## config.mk

```make
export PLATFORM = sky130hd
export DESIGN_NAME = frame_alu_sequencer
export DESIGN_NICKNAME = d
export VERILOG_FILES = /design/src/rtl/seq_pkg.sv /design/src/rtl/seq_regfile.sv /design/src/rtl/frame_alu_sequencer.sv
export SDC_FILE = /design/constraint.sdc
export NUM_CORES = 1
export LEC_CHECK = 0
export CAP_MARGIN = 20
export CORE_UTILIZATION = 59
export DETAILED_ROUTE_END_ITERATION = 8
export PLACE_DENSITY = 0.79
export SYNTH_ARGS = -nofsm -noshare
export SYNTH_HDL_FRONTEND = slang
export SYNTH_SLANG_ARGS = --single-unit
export TNS_END_PERCENT = 20
```

## constraint.sdc

```tcl
create_clock -name clk -period 7.9 [get_ports clk]
set_input_delay 1.58 -clock clk [delete_from_list [all_inputs] [get_ports clk]]
set_output_delay 1.58 -clock clk [all_outputs]
set_load 0.02 [all_outputs]
```

## src/rtl/seq_pkg.sv

```systemverilog
// Shared definitions for the frame ALU sequencer: instruction layout, FSM encoding
// and the ALU control constants used by both the sequencer and the ALU.
`timescale 1ns / 1ps

package seq_pkg;

  localparam int unsigned DATA_W   = 16;
  localparam int unsigned NUM_REGS = 8;
  localparam int unsigned REG_AW   = 3;

  // Instruction field offsets and widths.
  localparam int unsigned OPTYPE_LSB = 14;
  localparam int unsigned OPTYPE_W   = 2;
  localparam int unsigned OP_LSB     = 11;
  localparam int unsigned OP_W       = 3;
  localparam int unsigned DST_LSB    = 8;
  localparam int unsigned SRC1_LSB   = 5;
  localparam int unsigned SRC2_LSB   = 2;
  localparam int unsigned CARRY_BIT  = 1;
  localparam int unsigned HALT_BIT   = 0;

  typedef struct packed {
    logic [OPTYPE_W-1:0] op_type;
    logic [OP_W-1:0]     op;
    logic [REG_AW-1:0]   dst;
    logic [REG_AW-1:0]   src1;
    logic [REG_AW-1:0]   src2;
    logic                use_carry;
    logic                halt;
  } instr_t;

  localparam logic [DATA_W-1:0] RESET_INSTR = 16'hC001;

  // ALU op types.
  localparam logic [1:0] LOGIC_OP   = 2'b00;
  localparam logic [1:0] ALU_OP     = 2'b01;
  localparam logic [1:0] SHIFT_OP   = 2'b10;
  localparam logic [1:0] OPTYPE_NOP = 2'b11;

  // ALU ops within LOGIC_OP.
  localparam logic [2:0] AND_OP = 3'd0;
  localparam logic [2:0] OR_OP  = 3'd1;
  localparam logic [2:0] XOR_OP = 3'd2;
  localparam logic [2:0] NOT_OP = 3'd3;

  // ALU ops within ALU_OP and SHIFT_OP.
  localparam logic [2:0] ADD_OP = 3'd0;
  localparam logic [2:0] SUB_OP = 3'd1;
  localparam logic [2:0] SHL_OP = 3'd0;
  localparam logic [2:0] SHR_OP = 3'd1;

  typedef enum logic [1:0] {
    StIdle  = 2'd0,
    StFetch = 2'd1,
    StExec  = 2'd2,
    StWb    = 2'd3
  } state_e;

endpackage

```

## src/rtl/seq_regfile.sv

```systemverilog
// 8x16 register file: one synchronous write port, two ALU read ports and a
// display read port, all reads combinational.
`timescale 1ns / 1ps

module seq_regfile
  import seq_pkg::*;
(
  input  logic              i_clk,
  input  logic              i_rst_n,
  input  logic              i_we,
  input  logic [REG_AW-1:0] i_waddr,
  input  logic [DATA_W-1:0] i_wdata,
  input  logic [REG_AW-1:0] i_raddr1,
  input  logic [REG_AW-1:0] i_raddr2,
  input  logic [REG_AW-1:0] i_disp_addr,
  output logic [DATA_W-1:0] o_rdata1,
  output logic [DATA_W-1:0] o_rdata2,
  output logic [DATA_W-1:0] o_disp_data
);

  logic [NUM_REGS-1:0][DATA_W-1:0] r_regs;

  always_ff @(posedge i_clk or negedge i_rst_n) begin
    if (!i_rst_n) begin
      r_regs <= '0;
    end else if (i_we) begin
      r_regs[i_waddr] <= i_wdata;
    end
  end

  assign o_rdata1    = r_regs[i_raddr1];
  assign o_rdata2    = r_regs[i_raddr2];
  assign o_disp_data = r_regs[i_disp_addr];

endmodule

```

## src/rtl/frame_alu_sequencer.sv

```systemverilog
// Per-frame micro-sequencer: runs the stored program once per frame_start,
// driving the external combinational ALU and writing results to the register file.
`timescale 1ns / 1ps

module frame_alu_sequencer
  import seq_pkg::*;
#(
  parameter int unsigned PROG_DEPTH = 16
) (
  input  logic                          clk,
  input  logic                          rst_n,
  input  logic                          frame_start,
  input  logic                          prog_we,
  input  logic [$clog2(PROG_DEPTH)-1:0] prog_addr,
  input  logic [15:0]                   prog_data,
  input  logic                          reg_we,
  input  logic [2:0]                    reg_addr,
  input  logic [15:0]                   reg_wdata,
  input  logic [2:0]                    disp_addr,
  output logic [15:0]                   disp_data,
  output logic [15:0]                   alu_operand1,
  output logic [15:0]                   alu_operand2,
  output logic                          alu_carry_in,
  output logic [1:0]                    alu_op_type,
  output logic [2:0]                    alu_op,
  input  logic [15:0]                   alu_result,
  input  logic                          alu_carry,
  input  logic                          alu_zero,
  input  logic                          alu_negative,
  output logic                          busy,
  output logic                          done,
  output logic                          overrun,
  output logic                          flag_c,
  output logic                          flag_z,
  output logic                          flag_n
);

  localparam int unsigned PC_W = $clog2(PROG_DEPTH);

  state_e              r_state;
  state_e              w_state_next;
  logic [PC_W-1:0]     r_pc;
  logic [DATA_W-1:0]   r_prog [PROG_DEPTH];
  logic [1:0]          r_ir_op_type;
  logic [2:0]          r_ir_op;
  logic [REG_AW-1:0]   r_ir_dst;
  logic                r_ir_use_carry;
  logic                r_ir_halt;
  logic [DATA_W-1:0]   r_alu_op1;
  logic [DATA_W-1:0]   r_alu_op2;
  logic [DATA_W-1:0]   r_res;
  logic                r_res_c;
  logic                r_res_z;
  logic                r_res_n;
  logic                r_flag_c;
  logic                r_flag_z;
  logic                r_flag_n;
  logic                r_done;
  logic                r_overrun;

  instr_t              w_fetch;
  logic                w_busy;
  logic                w_last;
  logic                w_wb_we;
  logic                w_rf_we;
  logic [REG_AW-1:0]   w_rf_waddr;
  logic [DATA_W-1:0]   w_rf_wdata;
  logic [DATA_W-1:0]   w_rdata1;
  logic [DATA_W-1:0]   w_rdata2;

  assign w_fetch = instr_t'(r_prog[r_pc]);
  assign w_busy  = (r_state != StIdle);
  assign w_last  = r_ir_halt || (r_pc == PC_W'(PROG_DEPTH - 1));
  assign w_wb_we = (r_state == StWb) && (r_ir_op_type != OPTYPE_NOP);

  // Host writes can only land in IDLE, so they never collide with write-back.
  assign w_rf_we    = w_wb_we || (reg_we && !w_busy);
  assign w_rf_waddr = w_wb_we ? r_ir_dst : reg_addr;
  assign w_rf_wdata = w_wb_we ? r_res : reg_wdata;

  seq_regfile u_regfile (
    .i_clk       (clk),
    .i_rst_n     (rst_n),
    .i_we        (w_rf_we),
    .i_waddr     (w_rf_waddr),
    .i_wdata     (w_rf_wdata),
    .i_raddr1    (w_fetch.src1),
    .i_raddr2    (w_fetch.src2),
    .i_disp_addr (disp_addr),
    .o_rdata1    (w_rdata1),
    .o_rdata2    (w_rdata2),
    .o_disp_data (disp_data)
  );

  always_comb begin
    w_state_next = r_state;
    unique case (r_state)
      StIdle:  if (frame_start) w_state_next = StFetch;
      StFetch: w_state_next = StExec;
      StExec:  w_state_next = StWb;
      StWb:    w_state_next = w_last ? StIdle : StFetch;
      default: w_state_next = StIdle;
    endcase
  end

  always_ff @(posedge clk or negedge rst_n) begin
    if (!rst_n) begin
      for (int i = 0; i < int'(PROG_DEPTH); i++) r_prog[i] <= RESET_INSTR;
    end else if (prog_we && !w_busy) begin
      r_prog[prog_addr] <= prog_data;
    end
  end

  always_ff @(posedge clk or negedge rst_n) begin
    if (!rst_n) begin
      r_state        <= StIdle;
      r_pc           <= '0;
      r_ir_op_type   <= '0;
      r_ir_op        <= '0;
      r_ir_dst       <= '0;
      r_ir_use_carry <= 1'b0;
      r_ir_halt      <= 1'b0;
      r_alu_op1      <= '0;
      r_alu_op2      <= '0;
      r_res          <= '0;
      r_res_c        <= 1'b0;
      r_res_z        <= 1'b0;
      r_res_n        <= 1'b0;
      r_flag_c       <= 1'b0;
      r_flag_z       <= 1'b0;
      r_flag_n       <= 1'b0;
      r_done         <= 1'b0;
      r_overrun      <= 1'b0;
    end else begin
      r_state <= w_state_next;
      r_done  <= (r_state == StWb) && w_last;
      if (frame_start && w_busy) r_overrun <= 1'b1;

      if (r_state == StIdle && frame_start) begin
        r_pc <= '0;
      end else if (r_state == StWb && !w_last) begin
        r_pc <= r_pc + PC_W'(1);
      end

      // Operands are read in FETCH so they are stable registers throughout EXEC.
      if (r_state == StFetch) begin
        r_ir_op_type   <= w_fetch.op_type;
        r_ir_op        <= w_fetch.op;
        r_ir_dst       <= w_fetch.dst;
        r_ir_use_carry <= w_fetch.use_carry;
        r_ir_halt      <= w_fetch.halt;
        r_alu_op1      <= w_rdata1;
        r_alu_op2      <= w_rdata2;
      end

      if (r_state == StExec) begin
        r_res   <= alu_result;
        r_res_c <= alu_carry;
        r_res_z <= alu_zero;
        r_res_n <= alu_negative;
      end

      if (w_wb_we) begin
        r_flag_c <= r_res_c;
        r_flag_z <= r_res_z;
        r_flag_n <= r_res_n;
      end
    end
  end

  assign alu_operand1 = r_alu_op1;
  assign alu_operand2 = r_alu_op2;
  assign alu_op_type  = r_ir_op_type;
  assign alu_op       = r_ir_op;
  assign alu_carry_in = r_ir_use_carry & r_flag_c;
  assign busy         = w_busy;
  assign done         = r_done;
  assign overrun      = r_overrun;
  assign flag_c       = r_flag_c;
  assign flag_z       = r_flag_z;
  assign flag_n       = r_flag_n;

endmodule
```

==> report_table.html <==
<table>
<tr><th>Metric</th><th>Value</th></tr>
<tr><th colspan="2">Power and ir drop</th></tr>
<tr><td>Areal power density over the cells</td><td>449 mW/mm^2</td></tr>
<tr><td>Leakage dissipation</td><td>0.0110 uW</td></tr>
<tr><td>Highest ir drop seen on vdd</td><td>0.324 mV</td></tr>
<tr><th colspan="2">Die</th></tr>
<tr><td>Die span in y</td><td>197 um</td></tr>
<tr><td>Die boundary width</td><td>197 um</td></tr>
<tr><td>Total core area</td><td>0.0370 mm^2</td></tr>
<tr><td>Area of the die</td><td>0.0386 mm^2</td></tr>
<tr><td>Number of placement rows</td><td>70</td></tr>
<tr><td>Boundary pin count</td><td>126</td></tr>
<tr><td>Initial standard-cell utilization of the core</td><td>a little over 60%</td></tr>
<tr><th colspan="2">Place</th></tr>
<tr><td>RD Place Congestion</td><td>0.857</td></tr>
<tr><td>Placed wire-length estimate after detailed placement</td><td>35.1 mm</td></tr>
<tr><td>Port bufs</td><td>125</td></tr>
<tr><th colspan="2">Synthesis</th></tr>
<tr><td>Instance count of the mapped netlist</td><td>1703</td></tr>
<tr><td>Count of synthesis-stage warnings from yosys</td><td>0</td></tr>
<tr><td>Number of enable flip-flop cells after synthesis</td><td>0</td></tr>
<tr><td>Most instantiated flip-flop cell in the synthesis netlist</td><td>dfrtp_1</td></tr>
<tr><td>Post-synth net total</td><td>between 1500 and 2000</td></tr>
<tr><td>Cell area after synthesis</td><td>0.0223 mm^2</td></tr>
<tr><td>Sequential fraction of the synthesis area</td><td>between 50% and 60%</td></tr>
<tr><td>Yosys reg bits</td><td>roughly 460</td></tr>
<tr><td>Share of flip-flops with an asynchronous set or reset after synthesis</td><td>between 90% and 100%</td></tr>
<tr><td>Count of different cell masters after synthesis</td><td>50</td></tr>
<tr><td>Mapped Avg Cell Area</td><td>13.1 um^2</td></tr>
<tr><th colspan="2">Setup path</th></tr>
<tr><td>Kind of launch point of the worst setup path</td><td>primary input</td></tr>
<tr><td>Largest fanout of any net on the critical path</td><td>16</td></tr>
<tr><td>Critical path class</td><td>primary input to primary output</td></tr>
<tr><td>R2R cell count</td><td>8</td></tr>
<tr><td>Req. time, crit path</td><td>approximately 6300 ps</td></tr>
<tr><td>Reg-to-reg slack, setup</td><td>3770 ps</td></tr>
<tr><td>Arrival time at the worst endpoint</td><td>3790 ps</td></tr>
<tr><td>Worst Setup End Kind</td><td>primary output</td></tr>
<tr><th colspan="2">Routing</th></tr>
<tr><td>Post-route DRC</td><td>0</td></tr>
<tr><td>Routed Antenna Nets</td><td>0</td></tr>
<tr><td>Average wire per standard cell</td><td>between 20 and 30 um</td></tr>
<tr><td>Overall routed net length</td><td>58.7 mm</td></tr>
<tr><td>Average vias per placed instance</td><td>6.55</td></tr>
<tr><td>Vias after detailed routing</td><td>15200</td></tr>
<tr><td>Detailed router's first-iteration violation count</td><td>approximately 1300</td></tr>
<tr><td>First drt pass iteration count</td><td>7</td></tr>
<tr><th colspan="2">Global routing</th></tr>
<tr><td>Global-route wire length before repair</td><td>between 90 and 100 mm</td></tr>
<tr><td>Global-route usage over all layers</td><td>31.2%</td></tr>
<tr><td>Pin count of the biggest net entering global routing</td><td>around 190</td></tr>
<tr><td>Antenna violations before repair</td><td>3</td></tr>
<tr><td>Vias in the first global route</td><td>15400</td></tr>
<tr><td>GRT Residual Overflow</td><td>0</td></tr>
<tr><th colspan="2">Layout</th></tr>
<tr><td>Fraction of final layout cells sized beyond drive strength 1</td><td>about a third</td></tr>
<tr><td>Final Util</td><td>between 60% and 70%</td></tr>
<tr><td>Synthesis-to-layout area growth</td><td>14.3%</td></tr>
<tr><td>Net count of the finished layout</td><td>1855</td></tr>
<tr><th colspan="2">STA</th></tr>
<tr><td>Final Hold Viols</td><td>0</td></tr>
<tr><td>Worst slew slack as a fraction of its limit</td><td>23.1%</td></tr>
<tr><td>RSZ-0062 raised after global routing</td><td>false</td></tr>
<tr><td>Slew Viols, Final</td><td>0</td></tr>
<tr><td>Total of endpoints with negative setup slack in the final report</td><td>0</td></tr>
<tr><td>Clk_skew</td><td>23.7 ps</td></tr>
<tr><td>Fmax achieved</td><td>between 150 and 200 MHz</td></tr>
<tr><td>Final TNS setup</td><td>0 ps</td></tr>
<tr><td>Minimum period implied by the final worst setup slack</td><td>~5400 ps</td></tr>
<tr><td>Slew at the pin closest to its max-slew limit</td><td>roughly 1200 ps</td></tr>
<tr><td>Portion of the clock cycle consumed by the worst path in the final layout</td><td>68.0%</td></tr>
<tr><th colspan="2">Clock tree</th></tr>
<tr><td>Buffer levels on the longest clock path</td><td>3</td></tr>
<tr><td>Number of buffers added by the clock tree synthesis step</td><td>47</td></tr>
<tr><td>Number of clock sinks</td><td>456</td></tr>
<tr><td>H-tree depth reported by CTS</td><td>2</td></tr>
<tr><td>Number of post-CTS setup repair buffers</td><td>0</td></tr>
<tr><td>CTS tree</td><td>built</td></tr>
<tr><td>Number of hold-repair buffers added at the cts stage</td><td>0</td></tr>
<tr><td>Clock latency of the later-clocked register in the worst-skew pair</td><td>560 ps</td></tr>
<tr><td>CTS root buf</td><td>clkbuf_16</td></tr>
<tr><td>Gates resized, CTS repair</td><td>0</td></tr>
<tr><td>Clock transition time at the flip-flop clock pins of the worst setup and hold paths</td><td>60 ps</td></tr>
<tr><th colspan="2">Min path</th></tr>
<tr><td>Tightest Hold Check Type</td><td>flop to flop</td></tr>
<tr><td>Worst hold stages</td><td>1</td></tr>
<tr><th colspan="2">Status</th></tr>
<tr><td>Run status</td><td>completed</td></tr>
<tr><th colspan="2">Run</th></tr>
<tr><td># Max-Cap Violations</td><td>0</td></tr>
</table>
## cell usage after synthesis, drive strengths merged (6+ instances only)
cell | count | area, um^2
mux2i | 79 | 791
buf | 43 | 349
dfrtp | 408 | 10200
nand3 | 14 | 70.1
o31ai | 11 | 82.6
dfstp | 48 | 1260
ha | 6 | 75.1
nor2b | 6 | 37.5
nand2b | 10 | 62.6
o21ai | 70 | 358
a22o | 39 | 342
a21o | 47 | 353
a21oi | 133 | 718
o41ai | 23 | 359
clkbuf | 93 | 353
mux4 | 104 | 2340
mux2 | 307 | 3460
nand2 | 134 | 503
nor2 | 86 | 323
inv | 8 | 30.0
## metal layers
layer	GRT usage, %	part of all wire (%)
met1	42.2	40
met5	0	0.049
met4	11.6	3.5
met2	50.9	49
met3	5.42	7.7
## critical path, cell delays in order
cell	delay (ps)
clkdlybuf4s50_1	1180
mux2_2	450
clkdlybuf4s50_1	560
## placed cells by master, fill, tap and decap left out, types with 3 or more instances in the layout
| master | Yosys | layout |
|---|---|---|
| dfrtp_1 | 408 | 406 |
| mux2_2 | 305 | 305 |
| nand2_1 | 134 | 134 |
| clkdlybuf4s50_1 | 0 | 123 |
| a21oi_1 | 119 | 119 |
| mux4_2 | 104 | 104 |
| mux2i_1 | 79 | 79 |
| nor2_1 | 86 | 73 |
| o21ai_0 | 68 | 68 |
| clkbuf_16 | 0 | 52 |
| dfstp_2 | 48 | 48 |
| a21o_1 | 47 | 47 |
| a22o_1 | 39 | 39 |
| buf_4 | 4 | 39 |
| o41ai_2 | 21 | 21 |
| clkbuf_1 | 92 | 15 |
| nand3_1 | 14 | 14 |
| a21oi_2 | 14 | 14 |
| nor2_2 | 0 | 13 |
| o31ai_1 | 11 | 11 |
| nand2b_1 | 10 | 10 |
| inv_1 | 7 | 7 |
| clkbuf_8 | 0 | 7 |
| clkinv_2 | 0 | 7 |
| nor2b_1 | 6 | 6 |
| ha_1 | 6 | 6 |
| a31oi_1 | 4 | 4 |
| a22oi_1 | 4 | 4 |
| and2_1 | 3 | 3 |
| nor3b_1 | 3 | 3 |
| clkinv_4 | 0 | 3 |
| bufinv_16 | 0 | 3 |
## report_power, final
| part | internal (uW) | total [uW] | switching, uW |
|---|---|---|---|
| Combinational | 2390 | 4830 | 2450 |
| Clock | 1360 | 2280 | 918 |
| Sequential | 3460 | 4330 | 869 |
## worst paths after layout
check / end / start
max in group asynchronous: r_pc[0] / rst_n
worst max-delay path: disp_data[15] / disp_addr[2]
worst max register to register: alu_operand2[10] / r_pc[0]
worst min-delay path: overrun / overrun
worst min register to register: overrun / overrun
min in group asynchronous: u_regfile.r_regs[4] / rst_n
## cell families (layout without fill, tap and decap cells)
group	count (synthesis)	after routing	share of synthesized area, %
AOI/OAI and AO/OA	337	337	10.4
xor gates and xnor gates	3	3	0.118
adders and majority gates	6	6	0.336
buffers and inverters	144	262	3.28
DFF	456	456	51.4
muxes	490	490	29.5
other	0	1	0
and+or+nand+nor	267	267	4.98
## layout make-up
class	instances	area [um^2]
Tap cell	504	631
Inverter	8	30.0
Multi-Input combinational cell	1103	10200
Clock buffer	74	1450
Sequential cell	456	11500
Fill cell	2552	11400
Clock inverter	13	151
Antenna cell	1	2.50
Timing Repair Buffer	167	1600
## state kept, by name, indices dropped and copies added (netlist names), 2 cells and up
name and flops:
r_prog 256, r_pc 4, alu_operand1 16, r_res 16, u_regfile.r_regs 128, alu_op 3
r_ir_dst 3, alu_operand2 16, alu_op_type 2, r_state 2
## metrics by stage
step | hold slack [ps] | setup WS (ps) | area [um^2] | total power [uW] | cells
after floorplan | 473 | 3100 | 22300 | 7710 | 1703
after CTS | 475 | 2550 | 25500 | 11400 | 2324
after global placement | 447 | 2560 | 23900 | 8850 | 2236
after global routing | 484 | 2510 | 25500 | 12000 | 2326
after detailed placement | 453 | 2520 | 23900 | 9080 | 2237
final | 468 | 2530 | 25500 | 11400 | 2326
No activity file was read; power rests on OpenSTA's default activity.
